==> src/rtl/riscv_definitions.sv <==
// Shared RV32I core definitions used by the integer register file.
package riscv_definitions;

    localparam int unsigned DATA_WIDTH = 32;
    localparam int unsigned REG_COUNT  = 32;
    localparam int unsigned REG_ADDR   = $clog2(REG_COUNT);

    // Port-count ceilings for the multi-port register file.
    localparam int unsigned RF_MAX_RD  = 4;
    localparam int unsigned RF_MAX_WR  = 2;

    typedef logic [REG_ADDR-1:0]   reg_addr_t;
    typedef logic [DATA_WIDTH-1:0] reg_data_t;

endpackage

==> src/rtl/regfile_scoreboard.sv <==
// Per-register busy scoreboard: set on issue, cleared on writeback, x0 never busy.
module regfile_scoreboard #(
    parameter int unsigned NREGS  = 32,
    parameter int unsigned ADDR_W = $clog2(NREGS),
    parameter int unsigned NUM_WR = 1,
    parameter int unsigned NUM_RD = 2
) (
    input  logic                     i_clk,
    input  logic                     i_rst_n,
    input  logic                     i_clk_en,
    input  logic [NUM_WR-1:0]        i_wr_en,
    input  logic [NUM_WR*ADDR_W-1:0] i_wr_addr,
    input  logic                     i_iss_en,
    input  logic [ADDR_W-1:0]        i_iss_addr,
    input  logic [NUM_RD*ADDR_W-1:0] i_rd_addr,
    output logic [NUM_RD-1:0]        o_rd_busy,
    output logic [NREGS-1:0]         o_busy_vec
);

    logic [NREGS-1:0] busy_q, busy_d;

    // Next busy vector: writebacks clear first, then an issue sets so a new producer wins.
    always_comb begin
        busy_d = busy_q;
        for (int j = 0; j < int'(NUM_WR); j++) begin
            if (i_wr_en[j] && (i_wr_addr[j*ADDR_W +: ADDR_W] != '0)) begin
                busy_d[i_wr_addr[j*ADDR_W +: ADDR_W]] = 1'b0;
            end
        end
        if (i_iss_en && (i_iss_addr != '0)) begin
            busy_d[i_iss_addr] = 1'b1;
        end
        busy_d[0] = 1'b0;
    end

    // Busy state, frozen while the clock enable is low.
    always_ff @(posedge i_clk or negedge i_rst_n) begin
        if (!i_rst_n) begin
            busy_q <= '0;
        end else if (i_clk_en) begin
            busy_q <= busy_d;
        end
    end

    // Per-read-port busy lookup; bit 0 is held at zero so x0 reads as not busy.
    always_comb begin
        o_rd_busy = '0;
        for (int k = 0; k < int'(NUM_RD); k++) begin
            o_rd_busy[k] = busy_q[i_rd_addr[k*ADDR_W +: ADDR_W]];
        end
    end

    assign o_busy_vec = busy_q;

endmodule

==> src/rtl/register_file_mp.sv <==
// Multi-port integer register file with optional write-to-read bypass and busy scoreboard.
module register_file_mp
    import riscv_definitions::*;
#(
    parameter int unsigned DATA_W = DATA_WIDTH,
    parameter int unsigned NREGS  = REG_COUNT,
    parameter int unsigned ADDR_W = $clog2(NREGS),
    parameter int unsigned NUM_RD = 2,
    parameter int unsigned NUM_WR = 1,
    parameter int unsigned BYPASS = 1
) (
    input  logic                     i_clk,
    input  logic                     i_rst_n,
    input  logic                     i_clk_en,
    input  logic [NUM_RD*ADDR_W-1:0] i_rd_addr,
    output logic [NUM_RD*DATA_W-1:0] o_rd_data,
    output logic [NUM_RD-1:0]        o_rd_busy,
    input  logic [NUM_WR-1:0]        i_wr_en,
    input  logic [NUM_WR*ADDR_W-1:0] i_wr_addr,
    input  logic [NUM_WR*DATA_W-1:0] i_wr_data,
    input  logic                     i_iss_en,
    input  logic [ADDR_W-1:0]        i_iss_addr,
    output logic [NREGS-1:0]         o_busy_vec
);

    if (NREGS < 2 || (NREGS & (NREGS - 1)) != 0) begin : g_bad_nregs
        $error("register_file_mp: NREGS must be a power of two >= 2");
    end
    if (ADDR_W != $clog2(NREGS)) begin : g_bad_addr_w
        $error("register_file_mp: ADDR_W must equal clog2(NREGS)");
    end
    if (NUM_RD < 1 || NUM_RD > RF_MAX_RD) begin : g_bad_num_rd
        $error("register_file_mp: NUM_RD out of range");
    end
    if (NUM_WR < 1 || NUM_WR > RF_MAX_WR) begin : g_bad_num_wr
        $error("register_file_mp: NUM_WR out of range");
    end
    if (BYPASS > 1) begin : g_bad_bypass
        $error("register_file_mp: BYPASS must be 0 or 1");
    end

    logic [DATA_W-1:0] regs_q [NREGS];
    logic [DATA_W-1:0] regs_d [NREGS];
    logic [NUM_RD-1:0] byp_hit;
    logic [NUM_RD-1:0] sb_busy;

    // Write merge: later ports override earlier ones on the same address; x0 never written.
    always_comb begin
        for (int r = 0; r < int'(NREGS); r++) begin
            regs_d[r] = regs_q[r];
        end
        for (int r = 1; r < int'(NREGS); r++) begin
            for (int j = 0; j < int'(NUM_WR); j++) begin
                if (i_wr_en[j] && (i_wr_addr[j*ADDR_W +: ADDR_W] == ADDR_W'(r))) begin
                    regs_d[r] = i_wr_data[j*DATA_W +: DATA_W];
                end
            end
        end
    end

    // Register storage, frozen while the clock enable is low.
    always_ff @(posedge i_clk or negedge i_rst_n) begin
        if (!i_rst_n) begin
            for (int r = 0; r < int'(NREGS); r++) begin
                regs_q[r] <= '0;
            end
        end else if (i_clk_en) begin
            regs_q <= regs_d;
        end
    end

    // Combinational read ports; forwarding only when the write would actually land.
    always_comb begin
        o_rd_data = '0;
        byp_hit   = '0;
        for (int k = 0; k < int'(NUM_RD); k++) begin
            if (i_rd_addr[k*ADDR_W +: ADDR_W] != '0) begin
                o_rd_data[k*DATA_W +: DATA_W] = regs_q[i_rd_addr[k*ADDR_W +: ADDR_W]];
                if (BYPASS != 0 && i_clk_en && i_rst_n) begin
                    for (int j = 0; j < int'(NUM_WR); j++) begin
                        if (i_wr_en[j] &&
                            (i_wr_addr[j*ADDR_W +: ADDR_W] == i_rd_addr[k*ADDR_W +: ADDR_W])) begin
                            o_rd_data[k*DATA_W +: DATA_W] = i_wr_data[j*DATA_W +: DATA_W];
                            byp_hit[k] = 1'b1;
                        end
                    end
                end
            end
        end
    end

    regfile_scoreboard #(
        .NREGS  (NREGS),
        .ADDR_W (ADDR_W),
        .NUM_WR (NUM_WR),
        .NUM_RD (NUM_RD)
    ) u_scoreboard (
        .i_clk      (i_clk),
        .i_rst_n    (i_rst_n),
        .i_clk_en   (i_clk_en),
        .i_wr_en    (i_wr_en),
        .i_wr_addr  (i_wr_addr),
        .i_iss_en   (i_iss_en),
        .i_iss_addr (i_iss_addr),
        .i_rd_addr  (i_rd_addr),
        .o_rd_busy  (sb_busy),
        .o_busy_vec (o_busy_vec)
    );

    // A forwarded value is the completed result, so it is never reported busy.
    assign o_rd_busy = sb_busy & ~byp_hit;

endmodule

==> config.mk <==
export PLATFORM = sky130hd
export DESIGN_NAME = register_file_mp
export DESIGN_NICKNAME = d
export VERILOG_FILES = /design/src/rtl/riscv_definitions.sv /design/src/rtl/regfile_scoreboard.sv /design/src/rtl/register_file_mp.sv
export SDC_FILE = /design/constraint.sdc
export NUM_CORES = 2
export LEC_CHECK = 0
export BUFFER_PORTS_ARGS = -buffer_cell sky130_fd_sc_hd__buf_2
export CORE_MARGIN = 5
export CORE_UTILIZATION = 35
export DETAILED_ROUTE_END_ITERATION = 16
export PLACE_DENSITY = 0.53
export SYNTH_ARGS = -nofsm -noshare
export SYNTH_HDL_FRONTEND = slang
export SYNTH_SLANG_ARGS = --single-unit
==> constraint.sdc <==
create_clock -name i_clk -period 2.6 [get_ports i_clk]
set_clock_uncertainty 0.05 [all_clocks]
set_input_delay 0.39 -clock i_clk [delete_from_list [all_inputs] [get_ports i_clk]]
set_output_delay 0.39 -clock i_clk [all_outputs]
set_load 0.05 [all_outputs]
==> flow_summary.json <==
{
  "synth_top_area_frac": 0.461,
  "worstSetupStartpointType": "flip-flop",
  "peakVddDrop_v": 0.000568,
  "cap_violations": 0,
  "synth_seq_cells": 1023,
  "slew_violations": 0,
  "period_share": 1.24,
  "synth-adder-area-share": 0,
  "synth_compound_area_frac": 0.0570,
  "synth_xor_area_frac": 0.00158,
  "cts_buffers": 118,
  "clkTransAtPathRegs_ns": 0.06,
  "final_hold_viol_count": 0,
  "cpPeakStageDelay_ns": 0.50,
  "portBuffers": 153,
  "num_vias": 39700,
  "synthDistinctLibCells": 65,
  "drive_gt1_frac": 0.627,
  "die-width_um": 409,
  "clk_path_buf_depth": 3,
  "nNetsFinal": 4386,
  "grtUsageTotal": 0.258,
  "worstMarginPinSlew_ns": 1.26,
  "synth_top_family_by_area": "multiplexers",
  "dieArea_mm2": 0.167,
  "drc": 0,
  "critPathMostFrequentCell": "mux4_2",
  "n_fill_cell": 14100,
  "gp_congestion": 0.856,
  "synthArstFlopShare": 1.00,
  "cts_tree": "yes",
  "syn_area_mm2": 0.0556,
  "violations": "negative setup slack",
  "drt_pass1_iterations": 8,
  "synthMuxAreaShare": 0.412,
  "grt_max_degree": 164,
  "avgSynthCellArea_um2": 14.5,
  "clk_latency_ns": 0.74,
  "ios": 155,
  "overflow": 0,
  "wl_per_cell_um": 33.6,
  "vias_per_cell": 6.10,
  "synthTopCellsByArea": "dfrtp_1, mux2_2, mux4_2",
  "holdWs_ns": 0.0473,
  "yosysTopAreaCell": "dfrtp_1",
  "cp.arrival_ns": 2.78,
  "routed_wl_mm": 219,
  "stdcell_area_mm2": 0.0710,
  "power_density_mw_per_mm2": 676,
  "synthSimpleGateAreaFrac": 0.0317,
  "syn_to_final_growth_pct": 27.8,
  "final_antenna_net_count": 0,
  "dpl_worst_slack_ns": -0.690,
  "first_iter_violations": 3637,
  "synth_top_cells_by_count": "mux2_2, dfrtp_1, mux4_2",
  "crit_type": "flip-flop to primary output",
  "slowest_stage": "mux4_2",
  "post-route-min-period_ns": 3.22,
  "fp.dieH_um": 409,
  "clock-sinks": 1023,
  "cts-root-buf": "clkbuf_16",
  "final_cells": 6507,
  "hold_class": "input port to flip-flop",
  "multiInputGateArea_mm2": 0.0301,
  "synth_edf_count": 0,
  "yosysSeqAreaShare": 0.461,
  "relSlewSlack": 0.158,
  "first_global_vias": 41000,
  "path_max_fanout": 3,
  "htreeDepth": 3,
  "tns_ns": -21.79,
  "syn_inst": 3838,
  "setup_violations": 66,
  "antenna_found_initial": 8,
  "cp_cell_sequence": "mux4_2, mux4_2, a221o_2, buf_6",
  "initial_utilization": 0.351,
  "hpwl_mm": 143,
  "synth_flop_cell": "dfrtp_1",
  "synth_nets": 3895,
  "coreArea_mm2": 0.158,
  "status": "finished with violations",
  "end_kind": "primary output",
  "seq_area_mm2": 0.0256,
  "dp_cells": 6227,
  "yosysMostFrequentCell": "mux2_2",
  "yosysWarnings": 0,
  "cp.required_ns": 2.16,
  "grt_pass1_wl_mm": 314,
  "timing.fmax_ghz": 0.311,
  "core.rowCount": 146,
  "dpl_cell_area_mm2": 0.0648,
  "power_leakage_nw": 31.5,
  "worst_slack_ns": -0.618,
  "rsz0062_at_grt": "yes"
}
-- power by group --
group          switching [mW]  internal (mW)  total (mW)
combinational            4.87           5.60        10.5
sequential               1.64           18.1        19.7
clock                    7.24           10.6        17.8
total                    13.8           34.3        48.0
-- flip-flops by register name (all words and copies together), names as in the netlist --
name                     cells
regs_q                     992
u_scoreboard.o_busy_vec     31
-- critical path: cells and delay by family (launching register included) --
| kind | cells | cell delay [ns] |
|---|---|---|
| muxes | 2 | 0.95 |
| AOI/OAI and AO/OA | 1 | 0.47 |
| DFF | 1 | 0.41 |
| buffers and inverters | 1 | 0.20 |
-- kinds of logic after synthesis --
group | after synthesis
flops | 1023
buf+inv | 430
simple gates | 348
xor+xnor | 10
mux | 1613
compound gates | 413
other cells | 1
-- timing repair --
action                                  CTS  global route
setup buffers                            56             8
cloned                                    4             0
hold buffers                             12             0
resized for setup                       255            79
endpoints found under the hold margin   385             0
endpoints found under the setup margin   66           146
pin swaps                               133            54
-- layout make-up --
| class | instances | share of cell area |
|---|---|---|
| diodes | 3 | 0.000106 |
| flip-flops and latches | 1023 | 0.360 |
| inverters | 17 | 0.000898 |
| multi-input cells | 2385 | 0.423 |
| repair buffers | 784 | 0.121 |
| clock buffers | 174 | 0.0486 |
| clock inverters | 49 | 0.00953 |
| well taps | 2072 | 0.0365 |
-- path summary, 6_finish.rpt --
kind	start	to	slack, ns	cells past startpoint
hold / removal	i_wr_data[21]	regs_q[693]$_DFFE_PN0P_	0.05	2
max in group asynchronous	i_rst_n	regs_q[335]$_DFFE_PN0P_	0.40	5
setup / recovery	regs_q[588]$_DFFE_PN0P_	o_rd_data[12]	-0.62	4
setup reg to reg	regs_q[154]$_DFFE_PN0P_	regs_q[154]$_DFFE_PN0P_	1.54	3
min in group asynchronous	i_rst_n	regs_q[90]$_DFFE_PN0P_	0.27	4
hold reg to reg	regs_q[702]$_DFFE_PN0P_	regs_q[702]$_DFFE_PN0P_	0.46	2
-- stage by stage --
stage / util / power (mW)
2_1_floorplan: - / 25.9
3_3_place_gp: 0.410 / 29.4
3_5_place_dp: 0.410 / 29.7
4_1_cts: 0.446 / 48.1
5_1_grt: 0.449 / 49.7
6_report: 0.449 / 48.0
-- layout by cell type, fill, tap and decap left out, types with 24 or more instances in the layout --
cell,n
buf_12,195
a221oi_2,25
mux2_2,1055
clkbuf_8,29
o22ai_1,30
o21ai_0,28
buf_4,459
a221oi_1,41
clkbuf_16,118
nor2_1,74
nand2_1,54
clkbuf_1,27
a21oi_1,24
mux4_2,432
mux2i_1,95
a211oi_2,35
a22o_1,28
dfrtp_1,1023
buf_2,75
clkinv_2,25
-- metal layers --
| layer | share of wire | track usage | vias to the layer above |
|---|---|---|---|
| met5 | 0 | 0 | - |
| met4 | 0.037 | 0.0840 | 0 |
| met3 | 0.061 | 0.0426 | 399 |
| met2 | 0.48 | 0.424 | 1550 |
| met1 | 0.42 | 0.350 | 21800 |
| li1 | - | - | 15900 |
(Power assumes the default switching activity.)
